`src/rtl/bus_router.sv`:
```
// rtl/bus_router.sv - round-robin single-bus router from NSRC sources to NDST registered destinations
//
// Ports:
//   clk, reset     : single clock, synchronous active-high reset
//   enable         : when low no new transfer is granted; destinations still drain
//   src_valid      : per-source request
//   src_data       : source i word at [i*WIDTH +: WIDTH]
//   src_dest       : source i destination index at [i*DW +: DW]
//   src_ready      : one-hot-or-zero grant (combinational)
//   dst_valid      : destination register holds a word
//   dst_data       : destination j word at [j*WIDTH +: WIDTH]
//   dst_ready      : destination j consumes when dst_valid[j] & dst_ready[j]
//   xfer_count     : saturating count of transfers delivered to a destination
//   drop_count     : saturating count of transfers discarded (index >= NDST)
module bus_router #(
    parameter int WIDTH = 4,
    parameter int NSRC  = 4,
    parameter int NDST  = 4,
    localparam int DW   = (NDST > 1) ? $clog2(NDST) : 1,
    localparam int SW   = (NSRC > 1) ? $clog2(NSRC) : 1
) (
    input  logic                  clk,
    input  logic                  reset,
    input  logic                  enable,
    input  logic [NSRC-1:0]       src_valid,
    input  logic [NSRC*WIDTH-1:0] src_data,
    input  logic [NSRC*DW-1:0]    src_dest,
    output logic [NSRC-1:0]       src_ready,
    output logic [NDST-1:0]       dst_valid,
    output logic [NDST*WIDTH-1:0] dst_data,
    input  logic [NDST-1:0]       dst_ready,
    output logic [15:0]           xfer_count,
    output logic [15:0]           drop_count
);

    logic [NDST-1:0]       dst_valid_q, dst_valid_d;
    logic [NDST*WIDTH-1:0] dst_data_q,  dst_data_d;
    logic [SW-1:0]         rr_ptr_q,    rr_ptr_d;
    logic [15:0]           xfer_count_q, xfer_count_d;
    logic [15:0]           drop_count_q, drop_count_d;

    logic [NSRC-1:0]  elig;
    logic [NSRC-1:0]  elig_rot;
    logic [NSRC-1:0]  gnt;
    logic [DW-1:0]    dest_i;
    logic             dest_ok;
    logic             found;
    int               gnt_pos;
    int               gnt_idx;
    logic [WIDTH-1:0] gnt_word;
    logic [DW-1:0]    gnt_dest;
    logic             gnt_drop;

    // Eligibility: an out-of-range index is always accepted (it is dropped);
    // an in-range destination must be empty or draining on this edge.
    always_comb begin
        elig    = '0;
        dest_i  = '0;
        dest_ok = 1'b0;
        for (int i = 0; i < NSRC; i++) begin
            dest_i  = src_dest[i*DW +: DW];
            dest_ok = (int'(dest_i) >= NDST);
            for (int j = 0; j < NDST; j++) begin
                if (int'(dest_i) == j && (!dst_valid_q[j] || dst_ready[j])) begin
                    dest_ok = 1'b1;
                end
            end
            elig[i] = enable & ~reset & src_valid[i] & dest_ok;
        end
    end

    // Round-robin: rotate the eligibility vector so bit 0 is the source at
    // rr_ptr, take the lowest set bit, then rotate the position back.
    always_comb begin
        elig_rot = NSRC'({elig, elig} >> rr_ptr_q);
        found    = 1'b0;
        gnt_pos  = 0;
        for (int k = 0; k < NSRC; k++) begin
            if (!found && elig_rot[k]) begin
                found   = 1'b1;
                gnt_pos = k;
            end
        end
        gnt_idx = gnt_pos + int'(rr_ptr_q);
        if (gnt_idx >= NSRC) begin
            gnt_idx = gnt_idx - NSRC;
        end
        gnt = '0;
        for (int i = 0; i < NSRC; i++) begin
            gnt[i] = found && (gnt_idx == i);
        end
    end

    // Mux the granted source onto the shared bus.
    always_comb begin
        gnt_word = '0;
        gnt_dest = '0;
        for (int i = 0; i < NSRC; i++) begin
            if (gnt[i]) begin
                gnt_word = src_data[i*WIDTH +: WIDTH];
                gnt_dest = src_dest[i*DW +: DW];
            end
        end
        gnt_drop = (int'(gnt_dest) >= NDST);
    end

    always_comb begin
        dst_valid_d  = dst_valid_q & ~dst_ready;
        dst_data_d   = dst_data_q;
        rr_ptr_d     = rr_ptr_q;
        xfer_count_d = xfer_count_q;
        drop_count_d = drop_count_q;
        if (found) begin
            rr_ptr_d = (gnt_idx == NSRC - 1) ? '0 : SW'(gnt_idx + 1);
            if (gnt_drop) begin
                if (drop_count_q != 16'hFFFF) begin
                    drop_count_d = drop_count_q + 16'd1;
                end
            end else begin
                if (xfer_count_q != 16'hFFFF) begin
                    xfer_count_d = xfer_count_q + 16'd1;
                end
            end
        end
        // A load overrides a same-cycle drain, giving back-to-back words.
        for (int j = 0; j < NDST; j++) begin
            if (found && !gnt_drop && int'(gnt_dest) == j) begin
                dst_valid_d[j]               = 1'b1;
                dst_data_d[j*WIDTH +: WIDTH] = gnt_word;
            end
        end
    end

    always_ff @(posedge clk) begin
        if (reset) begin
            dst_valid_q  <= '0;
            dst_data_q   <= '0;
            rr_ptr_q     <= '0;
            xfer_count_q <= '0;
            drop_count_q <= '0;
        end else begin
            dst_valid_q  <= dst_valid_d;
            dst_data_q   <= dst_data_d;
            rr_ptr_q     <= rr_ptr_d;
            xfer_count_q <= xfer_count_d;
            drop_count_q <= drop_count_d;
        end
    end

    assign src_ready  = gnt;
    assign dst_valid  = dst_valid_q;
    assign dst_data   = dst_data_q;
    assign xfer_count = xfer_count_q;
    assign drop_count = drop_count_q;

endmodule

```
`config.mk`:
```
export PLATFORM = sky130hd
export DESIGN_NAME = bus_router
export DESIGN_NICKNAME = d
export VERILOG_FILES = /design/src/rtl/bus_router.sv
export SDC_FILE = /design/constraint.sdc
export NUM_CORES = 1
export LEC_CHECK = 0
export CAP_MARGIN = 20
export CELL_PAD_IN_SITES_DETAIL_PLACEMENT = 0
export CELL_PAD_IN_SITES_GLOBAL_PLACEMENT = 1
export CORE_MARGIN = 3
export CORE_UTILIZATION = 35
export CTS_BUF_LIST = sky130_fd_sc_hd__clkbuf_4
export CTS_CLUSTER_SIZE = 16
export DETAILED_ROUTE_END_ITERATION = 7
export PLACE_DENSITY_LB_ADDON = 0.1
export SLEW_MARGIN = 30
export SYNTH_ARGS = -nofsm -noshare
export SYNTH_HDL_FRONTEND = slang
export SYNTH_SLANG_ARGS = --single-unit
```
`constraint.sdc`:
```
create_clock -name clk -period 9.1 [get_ports clk]
set_input_delay 1.82 -clock clk [delete_from_list [all_inputs] [get_ports clk]]
set_output_delay 1.82 -clock clk [all_outputs]
set_load 0.01 [all_outputs]
```
Yosys cells after proc, flatten, opt, wreduce, memory -nomap -nowiden
Cells that the tools add are included.
- flip-flop bits (word level): 38
- bits of input ports: 35
- logic and storage cells: 126
- add/sub/neg operators: 4
- magnitude comparators: 1
- equal/unequal tests: 19
- shift-type cells: 1
- muxes and demuxes: 37
- bitwise logic cells: 12
- reduce and logical (&&, ||, !) cells: 45
- operator list (cell ; number):
    2-to-1 mux 32 bit ; 3
    equality test 32 x 3 -> 1 bit, second input constant ; 2
    adder 32 x 3 -> 32 bit ; 1
    equality test 32 x 2 -> 1 bit, second input constant ; 1
    >= comparator 32 x 4 -> 1 bit, second input constant ; 1
    logical NOT 32 bit ; 1
    subtractor 32 x 4 -> 32 bit, second input constant ; 1
    logical AND 1 bit ; 27
    2-to-1 mux 1 bit ; 25
    equality test 2 bit, second input constant ; 10
    adder 16 x 1 -> 16 bit, second input constant ; 1
    2-to-1 mux 4 bit ; 4
    inequality test 16 bit, second input constant ; 1
    equality test 2 x 1 -> 1 bit, second input constant ; 5
    logical NOT 2 bit ; 5
    2-to-1 mux 2 bit ; 5
    bitwise AND 1 bit ; 9
    >> shifter 8 x 2 -> 4 bit ; 1
    logical NOT 1 bit ; 7
    bitwise AND 4 bit ; 1
    logical OR 1 bit ; 4
    NOT 4 bit ; 1
    adder 2 bit, second input constant ; 1
    AND reduction 2 bit ; 1
    NOT 1 bit ; 1

Longest topological paths before layout
- depth after elaboration: 31
- depth in mapped cells: 19

Worst setup path after synthesis
Ideal clock, no wire load.
- path type: input-to-output
- start: input port dst_ready[3]
- end: output port src_ready[3]
- arrival time: 4.613 ns
- required time: 7.280 ns
- setup slack: 2.667 ns
- stages: 14
- buffers on the path: 2
- path through: nand2b_4 > mux4_2 > and3_4 > buf_6 > a2111oi_0 > nor2_1 > o21ai_0 > ha_1 > inv_1 > fa_1 > inv_1 > ha_1 > clkbuf_1 > and2_1
- cells in the longest elaborated chain, start to end: 20
- RTL lines (what ; RTL line ; source):
    from (decl) ; 31 ; input logic [NDST-1:0] dst_ready,
    logical OR 1 bit (*) ; 64 ; if (int'(dest_i) == j && (!dst_valid_q[j] || dst_ready[j])) begin
    logical AND 1 bit ; 64 ;
    2-to-1 mux 1 bit ; 64 ;
    bitwise AND 1 bit ; 68 ; elig[i] = enable & ~reset & src_valid[i] & dest_ok;
    >> shifter 8 x 2 -> 4 bit (*) ; 75 ; elig_rot = NSRC'({elig, elig} >> rr_ptr_q);
    2-to-1 mux 1 bit ; 79 ; if (!found && elig_rot[k]) begin
    logical NOT 1 bit ; 79 ;
    logical AND 1 bit ; 79 ;
    [4 not listed] ; - ;
    logical NOT 1 bit ; 79 ;
    logical AND 1 bit ; 79 ;
    2-to-1 mux 32 bit ; 79 ;
    adder 32 x 3 -> 32 bit ; 84 ; gnt_idx = gnt_pos + int'(rr_ptr_q);
    subtractor 32 x 4 -> 32 bit or >= comparator 32 x 4 -> 1 bit (tied branches) ; 86, 85 ;
    2-to-1 mux 32 bit ; 85 ; if (gnt_idx >= NSRC) begin
    equality test 32 x 3 -> 1 bit ; 90 ; gnt[i] = found && (gnt_idx == i);
    logical AND 1 bit (*) ; 90 ;
    to (decl) ; 28 ; output logic [NSRC-1:0] src_ready,
Every way passes the cells marked *; elsewhere a longest branch is shown, timed or not.

Final worst setup path
Same ends and word-level chain as after synthesis.

==> flow_summary.ini <==
[floorplanning]
start_util_pct = 37.10
ios = 91
die_w_um = 88.98
die-area_sq_um = 7917
die_y_um = 88.98
rows = 29
core_area_sq_um = 6495

[drt]
route.detailed.drc = 0
firstDrtPassIters = 4
drt_wl_total_um = 6284
routed-via-count = 2214
ant_nets = 0
drt_iter0_markers = 100
viasPerCell = 5.271
avgRoutedWirePerCell_um = 14.96

[worst_setup_path]
critPathMaxStageDelay_ns = 0.53
path_max_fanout = 14
path_cells = clkdlybuf4s50_1, nand2b_4, mux4_2, and3_1, a2111oi_0, nor2_1, o21ai_0, ha_1, inv_1, fa_1, inv_1, ha_1, and2_1, clkdlybuf4s50_1
crit_type = input pin to primary output
end_kind = primary output
cp-endpoint = src_ready[3]
critPathSlowestCell = clkdlybuf4s50_1
r2r_cells = 17
worst_ep_arrival_time_ns = 5.59
rrSetupSlack_ns = 4.62
cp_data_required_time_ns = 7.28
startpoint_type = input pin
r2r-end = dst_data[13]$_SDFFE_PP0P_
reg2reg_from = dst_valid[0]$_SDFF_PP0_
crit_path_start = dst_ready[3]

[sta]
finalClockSkew_ns = 0.009020
setup_tns_ns = 0
relSlewSlack_pct = 41.71
finalSetupViolCount = 0
post-route-min-period_ns = 7.414
drv_slew = 0
finalCritPeriodShare_pct = 81.47
hold_viol_final = 0
fmax_mhz = 134.9
timing.final.ws_setup_ns = 1.686
rsz0062_at_grt = no
worstMarginPinSlew_ns = 0.8676

[logic_synthesis]
synth_top_area_cell = dfxtp_1
synth-seq-area-share_pct = 31.57
synth_top_area_share_pct = 31.57
synth_edf_count = 0
ys_top_cells_by_area = dfxtp_1 32%, mux2i_1 6.6%, nand2_1 6.2%, buf_4 5.3%, a21oi_1 3.7%
synthFlopType = dfxtp_1
syn_avg_cell_area_sq_um = 8.606
synth.distinct_cells = 47
async_reset_ff_share_pct = 0
synth_area_sq_um = 2410
synth_seq_cells = 38
syn_inst = 280
ys_warn_count = 0

[power_and_ir_drop]
switching_share_pct = 40.91
peakVddDrop_uv = 139.2
power_frac_seq_pct = 31.1
comb_power_share_pct = 56.8
clock_power_share_pct = 12.1
powerDensity_nw_per_um2 = 233.3
power.internal_w = 0.0004352
p_switching_w = 0.0003013
p_leak_nw = 1.172

[final_layout]
fin_cells = 420
nets = 385
layout-drive-gt1-share_pct = 6.997
fillers = 651
diodes = 0
final_area_sq_um = 3157
syn_to_final_growth_pct = 31.00

[clock_tree]
postCtsSetupBuffers = 0
clk_pin_slew_ns = 0.10
clockBufferDepth = 2
cts-hold-fix-buffers = 0
tritoncts = yes
htreeDepth = 2
cts.repair.resized = 0
clk_latency_ns = 0.34
cts_sinks = 38
cts.root.buffer_cell = clkbuf_4
numCtsBuffers = 5

[hold_path]
hp-class = flip-flop to flip-flop

[global_route]
grt_pass1_wl_um = 10210
gr-total-overflow = 0
grt_start_max_net_pins = 34
grt_pass1_vias = 2179
antenna_found_initial = 0
grt_use_total_pct = 16.47

[placed_design]
place_ws_ns = 1.697
placed_area_sq_um = 3104
hpwlAfterDp_um = 4668
port_buffers = 74
place_inst = 413
gp_congestion = 0.7815

[run]
maxCapViolCount = 0

[outcome]
status = finished clean
==> flip-flops by register name, summed over array words and instances (netlist names) <==
register and flops:
rr_ptr_q 2, dst_data 16, xfer_count 16, dst_valid 4
==> power by group through the flow <==
stage	logic [W]	clock network (W)	registers, W
floorplan	0.000264	0	0.000242
global placement	0.000424	0	0.000233
detailed placement	0.000421	0	0.000233
CTS	0.000424	0.0000934	0.000229
global route	0.000464	0.000102	0.000235
finish	0.000419	0.0000888	0.000229
==> layout make-up <==
type / count / area, sq um / share of cell area [%]
well taps: 77 / 96.34 / 3.052
clock buffers: 7 / 52.55 / 1.665
flip-flops and latches: 38 / 760.7 / 24.10
multi-input cells: 211 / 1450 / 45.94
repair buffers: 76 / 755.7 / 23.94
inverters: 11 / 41.29 / 1.308
==> routing by layer <==
metal	track usage, %	up-vias	wire (um)
met5	0	-	0
met4	3.518	0	0
met3	5.899	0	414
met2	27.13	63	3063
met1	20.86	1035	2806
li1	-	1116	-
==> cell usage in the layout, fill, tap and decap left out, types with 3 or more instances in the layout <==
master,count
a21oi_1,18
a221oi_1,3
and2_1,8
and3_1,4
clkbuf_4,7
clkdlybuf4s50_1,74
conb_1,16
dfxtp_1,38
ha_1,6
inv_1,11
mux2i_1,16
mux4_2,4
nand2_1,40
nand2b_4,4
nand3_1,9
nand4_1,4
nor2_1,8
nor2b_1,6
nor3_1,4
o21ai_0,8
o311ai_0,6
o31ai_1,8
o41ai_1,5
or3_1,4
or4_1,5
==> cells by family (layout without fill, tap and decap cells) <==
| family | after synthesis | count (layout) | share of synthesized area [%] |
|---|---|---|---|
| AND/OR/NAND/NOR | 106 | 106 | 24.97 |
| AO/OA/AOI/OAI | 60 | 60 | 17.29 |
| buffers and inverters | 46 | 94 | 10.59 |
| flip-flops | 38 | 38 | 31.57 |
| multiplexers | 22 | 22 | 11.47 |
| adder cells (fa/ha/maj) | 7 | 7 | 3.946 |
| other | 1 | 16 | 0.1556 |
==> per-stage QoR <==
step | power [W] | utilization (%) | hold slack (ns)
floorplan | 0.0005058 | - | 0.4442
global placement | 0.0006574 | 47.79 | 0.4474
detailed placement | 0.0006541 | 47.79 | 0.4493
CTS | 0.0007472 | 48.60 | 0.4712
global route | 0.0008007 | 48.60 | 0.4865
finish | 0.0007364 | 48.60 | 0.4644
==> cells in the mapped netlist (6+ instances only) <==
cell / n
buf_4: 17
and2_1: 8
ha_1: 6
nand3_1: 9
clkbuf_1: 13
inv_1: 11
o311ai_0: 6
o21ai_0: 8
nand2_1: 40
nor2_1: 8
mux2i_1: 16
dfxtp_1: 38
o31ai_1: 8
a21oi_1: 18
nor2b_1: 6
==> critical path: cells and delay by family <==
family          cells  cell delay [ns]
mux                 1             0.47
fa+ha+maj           3             1.06
compound gates      2             0.39
buf+inv             4             1.10
simple gates        4             0.74
==> worst min-delay path by stage <==
stage | startpoint | endpoint | slack [ns] | cells after the start
6_report | dst_data[12]$_SDFFE_PP0P_ | dst_data[12]$_SDFFE_PP0P_ | 0.46 | 2
2_1_floorplan | rr_ptr_q[1]$_SDFFE_PP0P_ | rr_ptr_q[1]$_SDFFE_PP0P_ | 0.44 | 2
5_1_grt | dst_data[13]$_SDFFE_PP0P_ | dst_data[13]$_SDFFE_PP0P_ | 0.49 | 2
3_5_place_dp | dst_data[13]$_SDFFE_PP0P_ | dst_data[13]$_SDFFE_PP0P_ | 0.45 | 2
3_3_place_gp | dst_data[7]$_SDFFE_PP0P_ | dst_data[7]$_SDFFE_PP0P_ | 0.45 | 2
4_1_cts | dst_data[12]$_SDFFE_PP0P_ | dst_data[12]$_SDFFE_PP0P_ | 0.47 | 2
Power figures use the tool's default switching activity.
